**config.mk**
```make
export PLATFORM = sky130hd
export DESIGN_NAME = stopwatch_disp
export DESIGN_NICKNAME = d
export VERILOG_FILES = /design/src/rtl/stopwatch_pkg.sv /design/src/rtl/mod_m_counter.sv /design/src/rtl/stopwatch_disp.sv
export SDC_FILE = /design/constraint.sdc
export NUM_CORES = 1
export LEC_CHECK = 0
export ABC_AREA = 1
export CELL_PAD_IN_SITES_DETAIL_PLACEMENT = 1
export CELL_PAD_IN_SITES_GLOBAL_PLACEMENT = 2
export CORE_UTILIZATION = 31
export CTS_CLUSTER_SIZE = 20
export DETAILED_ROUTE_END_ITERATION = 16
export PLACE_DENSITY = 0.86
export SETUP_SLACK_MARGIN = 0.4
export SLEW_MARGIN = 25
export SYNTH_ARGS = -nofsm -noshare
export SYNTH_HDL_FRONTEND = slang
export SYNTH_SLANG_ARGS = --single-unit
```
**constraint.sdc**
```tcl
create_clock -name clk -period 4.2 [get_ports clk]
set_clock_uncertainty 0.2 [all_clocks]
set_input_delay 0.63 -clock clk [delete_from_list [all_inputs] [get_ports clk]]
set_output_delay 0.63 -clock clk [all_outputs]
set_load 0.03 [all_outputs]
```
**src/rtl/stopwatch_pkg.sv**
```systemverilog
`default_nettype none
// ============================================================================
//  Module      : stopwatch_pkg
//  Description : Shared constants, slot index type and the BCD to 7-segment
//                decoder used by the stopwatch display reader.
//  Revision    : 1.0 - initial release
// ============================================================================
package stopwatch_pkg;

    localparam int         NUM_DIGITS = 6;
    localparam logic [7:0] SSEG_BLANK = 8'hFF;
    localparam logic [6:0] SSEG_DASH  = 7'b0111111;

    typedef logic [2:0] slot_t;

    // Active-low segment pattern {g,f,e,d,c,b,a}; non-BCD codes show a dash
    function automatic logic [6:0] bcd_to_sseg(input logic [3:0] bcd);
        logic [6:0] seg;
        case (bcd)
            4'd0:    seg = 7'b1000000;
            4'd1:    seg = 7'b1111001;
            4'd2:    seg = 7'b0100100;
            4'd3:    seg = 7'b0110000;
            4'd4:    seg = 7'b0011001;
            4'd5:    seg = 7'b0010010;
            4'd6:    seg = 7'b0000010;
            4'd7:    seg = 7'b1111000;
            4'd8:    seg = 7'b0000000;
            4'd9:    seg = 7'b0010000;
            default: seg = SSEG_DASH;
        endcase
        return seg;
    endfunction

endpackage
`default_nettype wire

```
**src/rtl/mod_m_counter.sv**
```systemverilog
`default_nettype none
// ============================================================================
//  Module      : mod_m_counter
//  Description : Free-running modulo-M counter with a terminal-count tick.
//  Revision    : 1.0 - initial release
// ============================================================================
module mod_m_counter #(
    parameter int  M = 4,
    localparam int W = (M > 1) ? $clog2(M) : 1
) (
    input  logic         clk,
    input  logic         clr,
    output logic         tick,
    output logic [W-1:0] count
);

    localparam logic [W-1:0] c_LAST = W'(M - 1);

    logic [W-1:0] r_count;

    // Count 0..M-1 and wrap
    always_ff @(posedge clk) begin
        if (clr) begin
            r_count <= '0;
        end else if (r_count == c_LAST) begin
            r_count <= '0;
        end else begin
            r_count <= r_count + W'(1);
        end
    end

    assign count = r_count;
    assign tick  = (r_count == c_LAST);

endmodule
`default_nettype wire

```
**src/rtl/stopwatch_disp.sv**
```systemverilog
`default_nettype none
// ============================================================================
//  Module      : stopwatch_disp
//  Description : Samples the six stopwatch BCD digits once per scan frame and
//                drives a multiplexed active-low 7-segment display (MM.SS.cc)
//                with optional leading-zero blanking and a lap hold.
//  Revision    : 1.0 - initial release
// ============================================================================
module stopwatch_disp
    import stopwatch_pkg::*;
#(
    parameter int DVSR = 100_000
) (
    input  logic       clk,
    input  logic       clr,
    input  logic [3:0] d5,
    input  logic [3:0] d4,
    input  logic [3:0] d3,
    input  logic [3:0] d2,
    input  logic [3:0] d1,
    input  logic [3:0] d0,
    input  logic       hold,
    input  logic       blank_lz,
    output logic [7:0] an,
    output logic [7:0] sseg,
    output logic       frame_tick
);

    localparam int    c_CW        = (DVSR > 1) ? $clog2(DVSR) : 1;
    localparam slot_t c_LAST_SLOT = slot_t'(NUM_DIGITS - 1);

    logic            w_tick;
    logic [c_CW-1:0] w_cnt;
    logic            w_wrap;
    logic [3:0]      w_din  [NUM_DIGITS];
    logic [3:0]      w_digit;
    logic            w_blank;
    logic            w_dp;
    logic [7:0]      w_sseg;
    logic [7:0]      w_an;
    logic            w_frame_start;

    slot_t           r_slot;
    logic [3:0]      r_snap [NUM_DIGITS];
    logic            r_framed;
    logic [7:0]      r_an;
    logic [7:0]      r_sseg;
    logic            r_frame_tick;

    mod_m_counter #(
        .M     (DVSR)
    ) u_slot_rate (
        .clk   (clk),
        .clr   (clr),
        .tick  (w_tick),
        .count (w_cnt)
    );

    assign w_wrap = w_tick && (r_slot == c_LAST_SLOT);

    // Gather the digit bus into slot order
    always_comb begin
        w_din[0] = d0;
        w_din[1] = d1;
        w_din[2] = d2;
        w_din[3] = d3;
        w_din[4] = d4;
        w_din[5] = d5;
    end

    // Advance the display slot once per slot period
    always_ff @(posedge clk) begin
        if (clr) begin
            r_slot <= '0;
        end else if (w_tick) begin
            r_slot <= (r_slot == c_LAST_SLOT) ? slot_t'(0) : r_slot + slot_t'(1);
        end
    end

    // Snapshot digits at each frame wrap unless a lap hold is active;
    // r_framed marks that at least one full frame has started since reset
    always_ff @(posedge clk) begin
        if (clr) begin
            for (int i = 0; i < NUM_DIGITS; i++) begin
                r_snap[i] <= '0;
            end
            r_framed <= 1'b0;
        end else if (w_wrap) begin
            if (!hold) begin
                for (int i = 0; i < NUM_DIGITS; i++) begin
                    r_snap[i] <= w_din[i];
                end
            end
            r_framed <= 1'b1;
        end
    end

    // Select the snapshot digit for the current slot and build its pattern
    always_comb begin
        w_digit = 4'h0;
        case (r_slot)
            3'd0:    w_digit = r_snap[0];
            3'd1:    w_digit = r_snap[1];
            3'd2:    w_digit = r_snap[2];
            3'd3:    w_digit = r_snap[3];
            3'd4:    w_digit = r_snap[4];
            3'd5:    w_digit = r_snap[5];
            default: w_digit = 4'h0;
        endcase
        // Decimal points sit after the minutes and seconds pairs
        w_dp    = !((r_slot == 3'd2) || (r_slot == 3'd4));
        w_blank = blank_lz &&
                  (((r_slot == 3'd5) && (r_snap[5] == 4'h0)) ||
                   ((r_slot == 3'd4) && (r_snap[5] == 4'h0) && (r_snap[4] == 4'h0)));
        w_sseg  = w_blank ? SSEG_BLANK : {w_dp, bcd_to_sseg(w_digit)};
        w_an    = ~(8'h01 << r_slot);
        w_frame_start = r_framed && (r_slot == 3'd0) && (w_cnt == '0);
    end

    // Register display outputs; reset forces everything off
    always_ff @(posedge clk) begin
        if (clr) begin
            r_an         <= 8'hFF;
            r_sseg       <= SSEG_BLANK;
            r_frame_tick <= 1'b0;
        end else begin
            r_an         <= w_an;
            r_sseg       <= w_sseg;
            r_frame_tick <= w_frame_start;
        end
    end

    assign an         = r_an;
    assign sseg       = r_sseg;
    assign frame_tick = r_frame_tick;

endmodule
`default_nettype wire

```
==> impl_metrics.toml, run 1 <==
[hold_path]
min_from = "r_framed$_SDFFE_PP0P_"
hold_path_class = "flop to flop"

[power]
power_mw = 1.22
vdd_ir_drop_max_uv = 117
cellLeakagePower_nw = 1.61
p_per_area_nw_per_um2 = 327

[setup_path]
cp-end-kind = "flop"
worstReg2RegStart = "r_slot[2]$_SDFFE_PP0P_"
start_kind = "flop"
required_ns = 4.21
cp_max_fo = 11
worst-setup-path-type = "flop to flop"
rrSetupSlack_ns = 1.33
worstPathArrival_ns = 2.89
startpoint = "r_slot[2]$_SDFFE_PP0P_"

[placed_design]
placed_area_um2 = 3560
dp_hpwl_um = 5120
post-place-ws_ns = 1.38
gp_congestion = 0.778
place.port_buffers = 44

[timing]
setup_tns_ns = 0
slew_headroom_pct = 51.5
min_period_ns = 2.87
setup_viol = 0
max_slew.worst_pin.slew_ns = 0.722
period_share_pct = 68.4
hold_viol = 0
drv_slew = 0
fin_ws_ns = 1.33
rsz0062_at_grt = "no"
max_freq_ghz = 0.348

[global_route]
antenna_found_initial = 0
grt-ovfl-total = 0
grt_pass1_vias = 2440
grt_max_degree = 25
grt_pass1_wl_um = 11100
track_usage_pct = 14.2

[yosys]
ys.flop_type = "dfxtp_1"
syn_nets = 409
syn_area_um2 = 2990
async_flop_share_pct = 0
yosysTopAreaCell = "dfxtp_1"
synth_most_common_cell = "inv_1"
ys_top_cells_by_area = "dfxtp_1, edfxtp_1, inv_1"
yosysTopAreaCellShare_pct = 25.4
synth.yosys.seq_area_share_pct = 49.5
synthCells = 372
yosys_warnings = 0
avgSynthCellArea_um2 = 8.05
yosys-top-cells-count = "inv_1, nand2_1, nor2_1, dfxtp_1, nand3_1"
synth_edf_count = 24
ys_ff_latch = 62
synth_cell_type_count = 32

[die]
die_area_um2 = 10100
pin_count = 45
die_w_um = 100
initial_utilization_pct = 32.3
coreArea_um2 = 9280
die_h_um = 100
rows = 35

[finish]
finalNetCount = 458
drive_gt1_share_pct = 11.0
n_antenna_cell = 0
post-route-cell-area_um2 = 3740
fin_util_pct = 40.3
area_delta_synth_final_pct = 25.1

[routing]
vias = 2381
drtPass1Iterations = 4
drc = 0
via_per_inst = 4.29
wl_per_cell_um = 11.8
wirelength_um = 6570
drtAntennaViolNets = 0
drt_iter0_drc = 75

[cts]
path_clk_slew_ns = 0.06
postCtsHoldBufs = 0
cts-htree-levels = 3
cts.sink_count = 62
clkLatencyLatePin_ns = 0.33
root_buffer = "clkbuf_8"
cts_buffers = 9
cts_setup_buffers = 0
ctsResizeCount = 0
cts_tree = "done"
clock_path_buffers = 2

[flow_run]
maxCapViolCount = 0

[outcome]
outcome = "completed"
==> cell families (layout without fill, tap and decap cells) <==
| family | count (synthesis) | count (layout) | share of synthesized area [%] |
|---|---|---|---|
| adder cells (fa/ha/maj) | 9 | 9 | 3.76 |
| buffers and inverters | 78 | 132 | 10.5 |
| XOR/XNOR | 3 | 3 | 0.878 |
| AND/OR/NAND/NOR | 194 | 194 | 30.9 |
| AO/OA/AOI/OAI | 26 | 26 | 4.51 |
| flip-flops | 62 | 62 | 49.5 |
==> cell type report <==
| class | count | area [um^2] |
|---|---|---|
| clock inverter | 6 | 53.8 |
| fill | 1163 | 5540 |
| tap | 129 | 161 |
| timing repair buffer | 44 | 440 |
| clock buffer | 10 | 128 |
| inverter | 72 | 270 |
| sequential | 62 | 1480 |
| multi-input combinational | 232 | 1210 |
==> through the flow <==
| step | hold WS [ns] | cells |
|---|---|---|
| 3_5_place_dp | 0.257 | 539 |
| 2_1_floorplan | 0.224 | 372 |
| 4_1_cts | 0.267 | 555 |
| 3_3_place_gp | 0.259 | 539 |
| 5_1_grt | 0.307 | 555 |
| 6_report | 0.262 | 555 |
==> flip-flops by register name, summed over array words and instances (netlist names) <==
register           cells
r_snap                24
u_slot_rate.count     17
an                     8
sseg                   8
r_slot                 3
frame_tick             1
r_framed               1
==> layer usage <==
metal	global-route usage (%)	vias up	wire length, um
met5	0	-	0
met4	4.57	0	80
met3	3.55	8	255
met2	23.0	47	2920
met1	18.5	1063	3310
li1	-	1263	-
==> layout by cell type, fill, tap and decap left out, types with 2 or more instances in the layout <==
cell,Yosys,final
nand2_1,70,70
clkbuf_8,0,9
nand4_1,10,10
nand3_1,31,31
nor2_1,39,39
ha_1,9,9
xor2_1,2,2
or2_2,3,3
edfxtp_1,24,24
clkinv_2,0,4
a21oi_1,12,12
o21ai_0,11,10
inv_1,71,71
nor3_1,7,7
nor4_1,2,2
dfxtp_1,38,38
nor3b_1,2,2
clkdlybuf4s50_1,0,44
nor2_4,3,3
nor2_2,21,21
==> power by group <==
group	leakage, nW	switching [mW]	total [mW]	internal (mW)
Sequential	0.556	0.00705	0.646	0.639
Clock	0.0972	0.221	0.489	0.268
Combinational	0.953	0.0466	0.0886	0.0421
Total	1.61	0.275	1.22	0.949
==> worst max-delay path: stages, from the launching register on <==
cell     delay (ns)
dfxtp_1        0.56
inv_2          0.16
ha_1           0.31
nand2_1        0.09
nand2_1        0.06
nor3_1         0.61
inv_1          0.17
ha_1           0.34
inv_1          0.06
nand2_1        0.06
nand3_1        0.07
nand3_1        0.06
==> worst paths after layout <==
kind / end / cells after the start
hold reg to reg: r_framed$_SDFFE_PP0P_ / 2
setup / recovery: sseg[3]$_SDFF_PP1_ / 11
setup reg to reg: sseg[3]$_SDFF_PP1_ / 11
hold / removal: r_framed$_SDFFE_PP0P_ / 2
No activity file was read; power rests on OpenSTA's default activity.
==> run 2, diff against run 1 <==
--- a/config.mk
+++ b/config.mk
@@ -8,10 +8,10 @@
 export ABC_AREA = 1
 export CELL_PAD_IN_SITES_DETAIL_PLACEMENT = 1
 export CELL_PAD_IN_SITES_GLOBAL_PLACEMENT = 2
-export CORE_UTILIZATION = 31
+export CORE_UTILIZATION = 28
 export CTS_CLUSTER_SIZE = 20
 export DETAILED_ROUTE_END_ITERATION = 16
-export PLACE_DENSITY = 0.86
+export PLACE_DENSITY = 0.82
 export SETUP_SLACK_MARGIN = 0.4
 export SLEW_MARGIN = 25
 export SYNTH_ARGS = -nofsm -noshare
==> constraint.sdc (replaced) <==
create_clock -name clk -period 2.5 [get_ports clk]
set_clock_uncertainty 0.2 [all_clocks]
set_input_delay 0.375 -clock clk [delete_from_list [all_inputs] [get_ports clk]]
set_output_delay 0.375 -clock clk [all_outputs]
set_load 0.03 [all_outputs]
==> impl_metrics.toml, run 2 (same netlist as run 1, synthesis figures left out) <==
[placed_design]
gp_congestion = 0.785
place.port_buffers = 44
dp_hpwl_um = 5240
post-place-cells = 554

[finish]
n_antenna_cell = 0
most-common-layout-cells = "inv_1, nand2_1, clkdlybuf4s50_1"
finalNetCount = 473
finalNonFillerCells = 577
area_delta_synth_final_pct = 34.2
final_common_cell = "inv_1"
largest_register = "r_snap"
largest_register_ffs = 24
fin_util_pct = 38.9
drive_gt1_share_pct = 18.1

[die]
initial_utilization_pct = 29.0
die_w_um = 105
die_h_um = 105
coreArea_um2 = 10300
pin_count = 45
rows = 37
die_area_um2 = 11100

[cts]
clkLatencyLatePin_ns = 0.36
cts-htree-levels = 3
cts_tree = "done"
cts.sink_count = 62
root_buffer = "clkbuf_8"
cts_buffers = 9
postCtsHoldBufs = 0
path_clk_slew_ns = 0.07
clock_path_buffers = 2

[routing]
vias = 2463
drtAntennaViolNets = 0
via_per_inst = 4.27
drc = 0
drtPass1Iterations = 4
drt_iter0_drc = 41
wl_per_cell_um = 11.9
wirelength_um = 6850

[outcome]
outcome = "completed"

[global_route]
grt-ovfl-total = 0
grt_pass1_wl_um = 11000
grt_util_met2_pct = 20.3
busiest_layer = "met2"
grt_use_met3_pct = 3.28
grt_pass1_vias = 2314
grt_max_degree = 25
antenna_found_initial = 0
track_usage_pct = 12.9
grt_use_met1_pct = 16.2

[hold_path]
min_from = "u_slot_rate.count[0]$_SDFF_PP0_"
hold_path_class = "flop to flop"

[timing]
max_freq_ghz = 0.492
setup_tns_ns = 0
min_period_ns = 2.03
hold_viol = 0
setup_viol = 0
rsz0062_at_grt = "yes"
drv_slew = 0
slew_headroom_pct = 52.8
period_share_pct = 81.3
max_slew.worst_pin.slew_ns = 0.708

[setup_path]
worst_r2r_path_depth = 13
rrSetupSlack_ns = 0.47
startpoint = "r_slot[1]$_SDFFE_PP0P_"
endpoint = "sseg[3]$_SDFF_PP1_"
worstReg2RegStart = "r_slot[1]$_SDFFE_PP0P_"
required_ns = 2.54
crit_chain = "nand2_1, inv_1, ha_4, nand2_1, o21ai_0, nor2_1, nand2_1, inv_1, ha_1, inv_1, nand2_1, nand3_1, nand3_1"
cp-end-kind = "flop"
rr_endpoint = "sseg[3]$_SDFF_PP1_"
cp_max_fo = 5
crit_path_frequent_cell = "nand2_1"
slowest_delay_ns = 0.40
cpMaxStageDelayCell = "dfxtp_4"
start_kind = "flop"
worst-setup-path-type = "flop to flop"
worstPathArrival_ns = 2.07

[power]
p_per_area_nw_per_um2 = 520
vdd_ir_drop_max_uv = 193
cellLeakagePower_nw = 1.73

[flow_run]
maxCapViolCount = 0
-- run 2: changes by cell type in the layout (fill, tap and decap cells not counted), moves of 4 or more --
cell      previous run  this run
buf_4                0        10
dfxtp_1             38        33
nor2_1              39        34
clkinv_2             4         0
dfxtp_2              0         4
nor2_2              21        25
-- run 2: per-stage QoR --
step | total power, mW | hold WS, ns | worst slack [ns] | instance area, um^2
3_3_place_gp | 1.27 | 0.260 | 0.355 | 3680
4_1_cts | 2.12 | 0.276 | 0.375 | 3890
6_report | 2.09 | 0.273 | 0.467 | 4020
5_1_grt | 2.17 | 0.304 | 0.374 | 4020
3_5_place_dp | 1.27 | 0.263 | 0.297 | 3680
2_1_floorplan | 1.18 | 0.224 | 0.362 | 3040
-- run 2: repair_timing --
item	in CTS	in global routing
gates resized for setup	5	17
setup buffers	0	6
pin swaps	1	4
gates cloned	0	1
endpoints found under the setup margin	33	55
-- run 2: area by class of cell --
type	count	area (um^2)
clock buffer	9	124
clock inverter	7	65.1
fill	1224	6310
inverter	72	270
multi-input combinational	233	1320
sequential	62	1490
tap	136	170
timing repair buffer	58	578
-- run 2: worst max-delay path, delay by kind of cell, from the launching register on --
family                     cells  cell delay (ns)
AOI/OAI and AO/OA              1             0.07
DFF                            1             0.40
buffers and inverters          3             0.27
and+or+nand+nor                7             0.51
adders and majority gates      2             0.46
-- run 2: where the power goes --
part           total (mW)  internal (mW)  switching (mW)
Sequential           1.09           1.07          0.0145
Combinational       0.159         0.0776          0.0816
Clock               0.843          0.450           0.393
Total                2.09           1.60           0.489
-- run 2: routing by layer --
metal  vias to the layer above  part of all wire [%]
li1                       1296                     -
met3                        13                   3.7
met4                         0                   2.4
met2                        42                    45
met1                      1112                    49
met5                         -                     0
-- run 2: worst min path at each step --
stage               cells past startpoint                               to
CTS                                     1  u_slot_rate.count[0]$_SDFF_PP0_
finish                                  1  u_slot_rate.count[0]$_SDFF_PP0_
global route                            1  u_slot_rate.count[0]$_SDFF_PP0_
floorplan                               2            r_framed$_SDFFE_PP0P_
detailed placement                      1  u_slot_rate.count[0]$_SDFF_PP0_
global placement                        1  u_slot_rate.count[0]$_SDFF_PP0_
==> run 3, diff against run 2 <==
==> constraint.sdc (replaced) <==
create_clock -name clk -period 1.8 [get_ports clk]
set_clock_uncertainty 0.2 [all_clocks]
set_input_delay 0.27 -clock clk [delete_from_list [all_inputs] [get_ports clk]]
set_output_delay 0.27 -clock clk [all_outputs]
set_load 0.03 [all_outputs]
==> impl_metrics.toml, run 3 (same netlist as run 1, synthesis figures left out) <==
[placed_design]
post-place-cells = 606
gp_congestion = 0.841
dp_hpwl_um = 6130
placed_area_um2 = 4150
place.port_buffers = 44
post-place-ws_ns = -0.257

[power]
p_sw_share_pct = 25.4
cellLeakagePower_nw = 2.18
p_per_area_nw_per_um2 = 576
vdd_ir_drop_max_uv = 264
p_comb_share_pct = 11.3
intPower_mw = 2.22
sequentialPowerShare_pct = 50.7
power.switching_mw = 0.753
pwr-share-clk_pct = 38.1

[global_route]
grt_pass1_vias = 2996
grt_util_met2_pct = 29.3
grt_max_degree = 25
grt_pass1_wl_um = 14300
antenna_found_initial = 0
grt_use_met1_pct = 19.2
busiest_layer = "met2"
track_usage_pct = 17.0
grt-ovfl-total = 0
grt_use_met3_pct = 4.02

[hold_path]
min_from = "u_slot_rate.count[13]$_SDFF_PP0_"
hold_depth = 2
hold_path_class = "flop to flop"

[setup_path]
start_kind = "flop"
worst-setup-path-type = "flop to flop"
cpMaxStageDelayCell = "dfxtp_4"
required_ns = 1.84
cp-end-kind = "flop"
crit_path_frequent_cell = "nand2_2"
crit_chain = "nand2_2, inv_2, ha_4, nand2_2, o21ai_2, nor2_2, nand2_4, inv_6, ha_4, inv_2, nand2_2, nand3_2, nand3_2"
worstPathArrival_ns = 2.03
critPathBufInv = 3
cp_max_fo = 4
crit_family = "simple AND/OR/NAND/NOR gates"
worst_r2r_path_depth = 13
path_depth = 13
startpoint = "r_slot[1]$_SDFFE_PP0P_"
worstReg2RegStart = "r_slot[1]$_SDFFE_PP0P_"
slowest_delay_ns = 0.39

[die]
initial_utilization_pct = 29.0
coreArea_um2 = 10300
die_area_um2 = 11100
die_w_um = 105
rows = 37
pin_count = 45
die_h_um = 105

[timing]
rsz0062_at_grt = "yes"
period_share_pct = 110
slew_headroom_pct = 80.2
max_slew.worst_pin.slew_ns = 0.295
hold_viol = 0
holdWs_ns = 0.299
min_period_ns = 1.99
drv_slew = 0
setup_viol = 74
fin_ws_ns = -0.186
max_freq_ghz = 0.504

[finish]
finalNonFillerCells = 652
nFillCells = 1192
final_common_cell = "inv_1"
largest_register_ffs = 24
finalNetCount = 548
largest_register = "r_snap"
n_antenna_cell = 0
area_delta_synth_final_pct = 72.2
most-common-layout-cells = "inv_1, buf_4, nand2_1"
post-route-cell-area_um2 = 5150
drive_gt1_share_pct = 49.4

[routing]
via_per_inst = 4.53
drtAntennaViolNets = 0
wl_per_cell_um = 16.0
drtPass1Iterations = 4
drt_iter0_drc = 91
drc = 0
wirelength_um = 10500
vias = 2955

[cts]
clkLatencyLatePin_ns = 0.36
cts_tree = "done"
cts_buffers = 9
root_buffer = "clkbuf_8"
clock_path_buffers = 2
cts-htree-levels = 3
path_clk_slew_ns = 0.07
cts.sink_count = 62

[flow_run]
maxCapViolCount = 0

[outcome]
outcome = "complete, but fails checks"
violations = "negative setup slack"
## run 3: layout make-up
class	instances	area, um^2	share of cell area [%]
multi-input cells	235	1830	35.6
clock buffers	15	166	3.23
flip-flops and latches	62	1500	29.1
inverters	72	288	5.58
clock inverters	1	5.00	0.0971
well taps	136	170	3.30
repair buffers	131	1190	23.2
## run 3: worst reg2reg max path, cell delays in order (launching register included)
cell	delay (ns)
dfxtp_4	0.39
nand2_2	0.08
inv_2	0.06
ha_4	0.18
nand2_2	0.06
o21ai_2	0.06
nor2_2	0.20
nand2_4	0.12
inv_6	0.10
ha_4	0.20
inv_2	0.05
nand2_2	0.06
nand3_2	0.07
nand3_2	0.06
## run 3: repair_timing
item                                    CTS  global route
hold endpoints to repair                  0             0
resized for setup                       155            95
setup buffers                            16             9
hold buffers                              0             0
endpoints found under the setup margin   96            79
pin swaps                                21            23
gates cloned                              4             1
## run 3: stage by stage
| stage | total power, mW | util, % | setup TNS (ns) |
|---|---|---|---|
| after floorplan | 1.65 | - | -8.23 |
| after global placement | 1.78 | 40.2 | -4.23 |
| after detailed placement | 1.79 | 40.2 | -7.16 |
| after CTS | 2.94 | 45.4 | -4.83 |
| after global routing | 3.08 | 49.9 | -12.54 |
| final | 2.97 | 49.9 | -7.37 |
## run 3: power by group through the flow
stage | clock network [mW] | logic, mW | registers (mW)
2_1_floorplan | 0 | 0.0865 | 1.56
3_3_place_gp | 0 | 0.244 | 1.54
3_5_place_dp | 0 | 0.253 | 1.54
4_1_cts | 1.15 | 0.288 | 1.50
5_1_grt | 1.22 | 0.355 | 1.51
6_report | 1.13 | 0.334 | 1.51
## run 3: routing by layer
layer  part of all wire (%)  vias up
met4                    1.8        0
met1                     41     1423
li1                       -     1455
met2                     54       64
met3                    3.4       13
met5                      0        -
## run 3: final timing paths
kind                                                         end  slack [ns]
worst max-delay path                          sseg[3]$_SDFF_PP1_       -0.19
worst max register to register                sseg[3]$_SDFF_PP1_       -0.19
worst min-delay path            u_slot_rate.count[13]$_SDFF_PP0_        0.30
worst min register to register  u_slot_rate.count[13]$_SDFF_PP0_        0.30
